### config.mk
export PLATFORM = sky130hd
export DESIGN_NAME = ex_dispatch
export DESIGN_NICKNAME = d
export VERILOG_FILES = /design/src/rtl/ex_pkg.sv /design/src/rtl/ex_dispatch.sv
export SDC_FILE = /design/constraint.sdc
export NUM_CORES = 1
export LEC_CHECK = 0
export ABC_AREA = 0
export CAP_MARGIN = 20
export CORE_AREA = 4 4 196 198
export CTS_CLUSTER_SIZE = 10
export DETAILED_ROUTE_END_ITERATION = 10
export DIE_AREA = 0 0 200 202
export GPL_ROUTABILITY_DRIVEN = 0
export SKIP_CTS_REPAIR_TIMING = 1
export SYNTH_ARGS = -nofsm -noshare
export SYNTH_HDL_FRONTEND = slang
export SYNTH_SLANG_ARGS = --single-unit
### constraint.sdc
create_clock -name clk -period 1.7 [get_ports clk]
set_input_delay 0.17 -clock clk [delete_from_list [all_inputs] [get_ports clk]]
set_output_delay 0.17 -clock clk [all_outputs]
set_load 0.01 [all_outputs]
### src/rtl/ex_pkg.sv
// Shared types and op codes for the execute-stage dispatcher.
// Op codes are the values carried on in_mode and forwarded to the selected unit.
package ex_pkg;

  typedef enum logic {
    UNIT_ALU = 1'b0,
    UNIT_FPU = 1'b1
  } unit_e;

  typedef enum logic [1:0] {
    S_IDLE = 2'd0,
    S_WAIT = 2'd1,
    S_DONE = 2'd2
  } state_e;

  localparam logic [3:0] ALU_AND = 4'b0000;
  localparam logic [3:0] ALU_OR  = 4'b0001;
  localparam logic [3:0] ALU_XOR = 4'b0010;
  localparam logic [3:0] ALU_ADD = 4'b0011;
  localparam logic [3:0] ALU_SUB = 4'b0100;
  localparam logic [3:0] ALU_MUL = 4'b0101;
  localparam logic [3:0] ALU_DIV = 4'b0110;

  localparam logic [3:0] FPU_FADD = 4'b0000;
  localparam logic [3:0] FPU_FSUB = 4'b0001;
  localparam logic [3:0] FPU_FMUL = 4'b0010;
  localparam logic [3:0] FPU_FDIV = 4'b0011;

  function automatic logic mode_legal(input unit_e unit, input logic [3:0] mode);
    if (unit == UNIT_ALU) return (mode <= ALU_DIV);
    else                  return (mode <= FPU_FDIV);
  endfunction

endpackage

### src/rtl/ex_dispatch.sv
// Issue/collect stage in front of the integer ALU and the FPU: one op in flight.
// Optional feature: define DIV_ZERO_TRAP_EN to reject divides by zero without issuing them.
module ex_dispatch
  import ex_pkg::*;
#(
  parameter int XLEN    = 64,
  parameter int FLEN    = 32,
  parameter int ALU_LAT = 1,
  parameter int FPU_LAT = 4
) (
  input  logic            clk,
  input  logic            rst,
  input  logic            in_valid,
  output logic            in_ready,
  input  logic            in_unit,
  input  logic [3:0]      in_mode,
  input  logic [XLEN-1:0] in_a,
  input  logic [XLEN-1:0] in_b,
  output logic [XLEN-1:0] alu_a,
  output logic [XLEN-1:0] alu_b,
  output logic [3:0]      alu_mode,
  input  logic [XLEN-1:0] alu_out,
  input  logic            alu_zf,
  input  logic            alu_nf,
  output logic [FLEN-1:0] fpu_a,
  output logic [FLEN-1:0] fpu_b,
  output logic [3:0]      fpu_mode,
  input  logic [FLEN-1:0] fpu_y,
  output logic            out_valid,
  input  logic            out_ready,
  output logic [XLEN-1:0] out_data,
  output logic            out_zf,
  output logic            out_nf,
  output logic            out_err
);

  localparam int MAX_LAT = (ALU_LAT > FPU_LAT) ? ALU_LAT : FPU_LAT;
  localparam int CW      = (MAX_LAT > 1) ? $clog2(MAX_LAT) : 1;

  state_e        state_q, state_d;
  logic [CW-1:0] cnt_q;
  logic          sel_fpu_q;
  logic          illegal_q;
  logic          flag_ld_q;
  unit_e         unit_in;
  logic          legal;
  logic          trap;

  assign unit_in   = unit_e'(in_unit);
  assign legal     = mode_legal(unit_in, in_mode);
  assign in_ready  = (state_q == S_IDLE);
  assign out_valid = (state_q == S_DONE);

  // A trapped divide never reaches a unit and completes in a single edge.
  always_comb begin
    trap = 1'b0;
`ifdef DIV_ZERO_TRAP_EN
    if (unit_in == UNIT_ALU)
      trap = (in_mode == ALU_DIV) && (in_b == '0);
    else
      trap = (in_mode == FPU_FDIV) && (in_b[FLEN-2:0] == '0);
`endif
  end

  always_comb begin
    state_d = state_q;
    case (state_q)
      S_IDLE: if (in_valid) state_d = trap ? S_DONE : S_WAIT;
      S_WAIT: if (cnt_q == '0) state_d = S_DONE;
      S_DONE: if (out_ready) state_d = S_IDLE;
      default: state_d = S_IDLE;
    endcase
  end

  always_ff @(posedge clk) begin
    if (rst) state_q <= S_IDLE;
    else     state_q <= state_d;
  end

  always_ff @(posedge clk) begin
    if (rst) begin
      cnt_q     <= '0;
      sel_fpu_q <= 1'b0;
      illegal_q <= 1'b0;
      flag_ld_q <= 1'b0;
      alu_a     <= '0;
      alu_b     <= '0;
      alu_mode  <= '0;
      fpu_a     <= '0;
      fpu_b     <= '0;
      fpu_mode  <= '0;
      out_data  <= '0;
      out_zf    <= 1'b0;
      out_nf    <= 1'b0;
      out_err   <= 1'b0;
    end else begin
      case (state_q)
        S_IDLE: begin
          if (in_valid) begin
            // Only the selected, legal, non-trapped unit sees the operands.
            alu_a     <= '0;
            alu_b     <= '0;
            alu_mode  <= '0;
            fpu_a     <= '0;
            fpu_b     <= '0;
            fpu_mode  <= '0;
            if (legal && !trap) begin
              if (unit_in == UNIT_ALU) begin
                alu_a    <= in_a;
                alu_b    <= in_b;
                alu_mode <= in_mode;
              end else begin
                fpu_a    <= in_a[FLEN-1:0];
                fpu_b    <= in_b[FLEN-1:0];
                fpu_mode <= in_mode;
              end
            end
            cnt_q     <= (unit_in == UNIT_FPU) ? CW'(FPU_LAT - 1) : CW'(ALU_LAT - 1);
            sel_fpu_q <= (unit_in == UNIT_FPU);
            illegal_q <= !legal;
            flag_ld_q <= (unit_in == UNIT_ALU) && (in_mode == ALU_SUB);
            out_data  <= '0;
            out_err   <= trap;
          end
        end
        S_WAIT: begin
          if (cnt_q == '0) begin
            if (illegal_q)      out_data <= '0;
            else if (sel_fpu_q) out_data <= {{(XLEN-FLEN){1'b0}}, fpu_y};
            else                out_data <= alu_out;
            if (flag_ld_q) begin
              out_zf <= alu_zf;
              out_nf <= alu_nf;
            end
          end else begin
            cnt_q <= cnt_q - 1'b1;
          end
        end
        S_DONE: begin
          if (out_ready) begin
            out_data <= '0;
            out_err  <= 1'b0;
          end
        end
        default: ;
      endcase
    end
  end

endmodule

==> impl_results.md <==
- Worst hold path stage count: 3
- Core Region: roughly 37,000 um2
- Warnings from Yosys: 0
- R2R setup slack: around 70 ps
- Tmin final: 1640 ps
- WP data arrival: 1470 ps
- Worst Path Required: 1530 ps
- Period utilization: 0.966
- Post-synth EDFFs: 0
- Min-delay src: in_b[58]
- Worst setup SP type: flip-flop
- All-Layer GR Usage: 0.181
- PnR worst setup slack: 58.5 ps
- Fmax: 609 MHz
- # H-tree levels: 2
- Syn Area/Cell: 8.83 um2
- DRC viols: 0
- Lkg Pwr: 5.88 nW
- Chip height: slightly above 200 um
- Starting Density: 0.274
- Final Skew: 19.5 ps
- Number of global-route vias before repair: 10,200
- Final Hold Fails: 0
- DRT iter0 DRCs: 385
- Port Buffers: 502
- Async SR Flop Fraction: 0
- Synth cell count leaders: dfxtp_1, a21oi_1, nand2_1
- Synthesized cell area: 10,000 um2
- Vias per cell: 4.76
- Total congestion overflow: 0
- Synth-to-Final Area Change: 70.7%
- Global-route wire length before repair: about 58,000 um
- TritonCTS buffer count: 34
- Post-Route WL: 39,900 um
- Die Area: just over 40,000 um2
- Vias: 10,100
- DR pass1 iterations: 7
- Maximum clock insertion buffer count: 3
- Placed wire-length estimate: a little under 30,000 um
- Nets@finish: 1,876
- Largest net degree at the start of global routing: 112
- CP Cell Sequence: clkdlybuf4s50_1
- Clock sinks: around 270
- Reg2Reg Depth: 7
- Pre-CTS WS: -150 ps
- Worst skew pair latency: between 500 and 600 ps
- Register bit total from synthesis: 273
- WS Path Type: flip-flop to output pin
- Share of cells above drive strength 1: 0.0842
- Die X-Extent: 200 um
- Count leader, synth: dfxtp_1
- CP max-delay cell: clkdlybuf4s50_1
- I/O pin total: 504
- Yosys top cell area share: 0.546
- R2R Path End: out_data[47]
- Final instance area: 17,100 um2
- Top_reg_cell synth: dfxtp_1
- CP max stage delay: ~650 ps
- Total power: 15.6 mW
- Initial antenna violation count: 3
- Final ANT Viol Nets: 0
- Reg clk slew, reported paths: 60 ps
- Pins Over Slew Limit: 0
- Register area share after synthesis: 0.546
- Worst Hold Class: input port to flip-flop
- WP depth: 1
- Per-cell routed wire length: about 19 um
- Crit. End Element: output pin
- Final setup fails: 0
- Cell variety after synth: 40
- Max Cap Violations: 0
- Delay-heaviest family, CP: buffers and inverters
- Rel. slew slack: 0.578
- Max VDD drop: 684 uV
- Syn nets: 1,369
- Pwr Density: 914 nW/um2
- Status: finished clean
- TritonCTS clock tree: yes
- Row cnt: 70
- Least-Margin Pin Slew: about 630 ps
- WP buf/inv: 1
- Leading area contributor after synthesis: dfxtp_1
- Min-Delay Endpoint: alu_b[58]
- Reg2reg start: cnt_q[1]
- Largest cells by area after synthesis: dfxtp_1, a21oi_1, nand3_1, nand2_1, mux2i_1
- Dpl cell area: 15,900 um2
- Synth Instances: 1,133
- Max FO, Critical Path: 2
- Clk root buf: clkbuf_16
[cell type report]
type	count	area [um2]
antenna	2	5.00
clock buffer	44	960
clock inverter	2	13.8
fill	3512	19400
inverter	3	11.3
multi-input combinational	748	4070
sequential	273	5470
tap	468	586
timing repair buffer	580	5970
[cell families after synthesis]
logic type / Yosys count / synth area share
buffers and inverters: 112 / 0.0519
DFF: 273 / 0.546
muxes: 39 / 0.0396
other: 1 / 0.000375
and+or+nand+nor: 437 / 0.199
adders and majority gates: 1 / 0.00125
AOI/OAI and AO/OA: 270 / 0.161
[worst max path at each step]
| stage | startpoint | to | slack (ps) |
|---|---|---|---|
| 6_report | out_data[4] | out_data[4] | 60 |
| 5_1_grt | cnt_q[1] | out_data[45] | -20 |
| 4_1_cts | state_q[1] | out_valid | -340 |
| 3_5_place_dp | in_valid | alu_a[25] | -150 |
| 3_3_place_gp | in_valid | fpu_a[18] | -110 |
| 2_1_floorplan | cnt_q[0] | out_data[18] | 30 |
[state kept, by name, summed over array words and instances (netlist names)]
name / count
out_data: 64
fpu_b: 32
alu_b: 64
alu_a: 64
fpu_mode: 4
alu_mode: 4
cnt_q: 2
illegal_q: 1
sel_fpu_q: 1
state_q: 2
fpu_a: 32
out_nf: 1
out_zf: 1
flag_ld_q: 1
[per-layer routing]
| metal | share of wire | up-vias | routed length (um) | global-route usage |
|---|---|---|---|---|
| li1 | - | 4953 | - | - |
| met1 | 0.38 | 4677 | 15300 | 0.203 |
| met2 | 0.49 | 385 | 19400 | 0.311 |
| met3 | 0.097 | 74 | 3870 | 0.0677 |
| met4 | 0.032 | 2 | 1280 | 0.0674 |
| met5 | 0.00033 | - | 13 | 0 |
[metrics by stage]
step           hold slack, ps  setup TNS (ps)   util  std cells
3_3_place_gp              415          -12530  0.435       2061
4_1_cts                  -107           -1090  0.462       2107
5_1_grt                   213           -52.8  0.468       2120
6_report                  222               0  0.468       2120
2_1_floorplan             303               0      -       1133
3_5_place_dp              424          -15150  0.435       2061
[report_power, final]
group | internal [mW] | leakage, nW | total, mW | switching, mW
clock | 3.90 | 0.480 | 6.52 | 2.61
sequential | 6.59 | 2.21 | 6.70 | 0.110
combinational | 1.27 | 3.19 | 2.40 | 1.13
[placed cells by master (no fill, tap or decap), types with 10 or more instances in the layout]
master,n
clkbuf_16,39
nand2_1,200
o2bb2ai_1,28
a22o_1,32
buf_12,20
buf_4,46
nand3_1,198
dfxtp_1,270
mux2i_1,34
a21oi_1,202
clkdlybuf4s50_1,499
nor2_1,10
(Power assumes the default switching activity.)
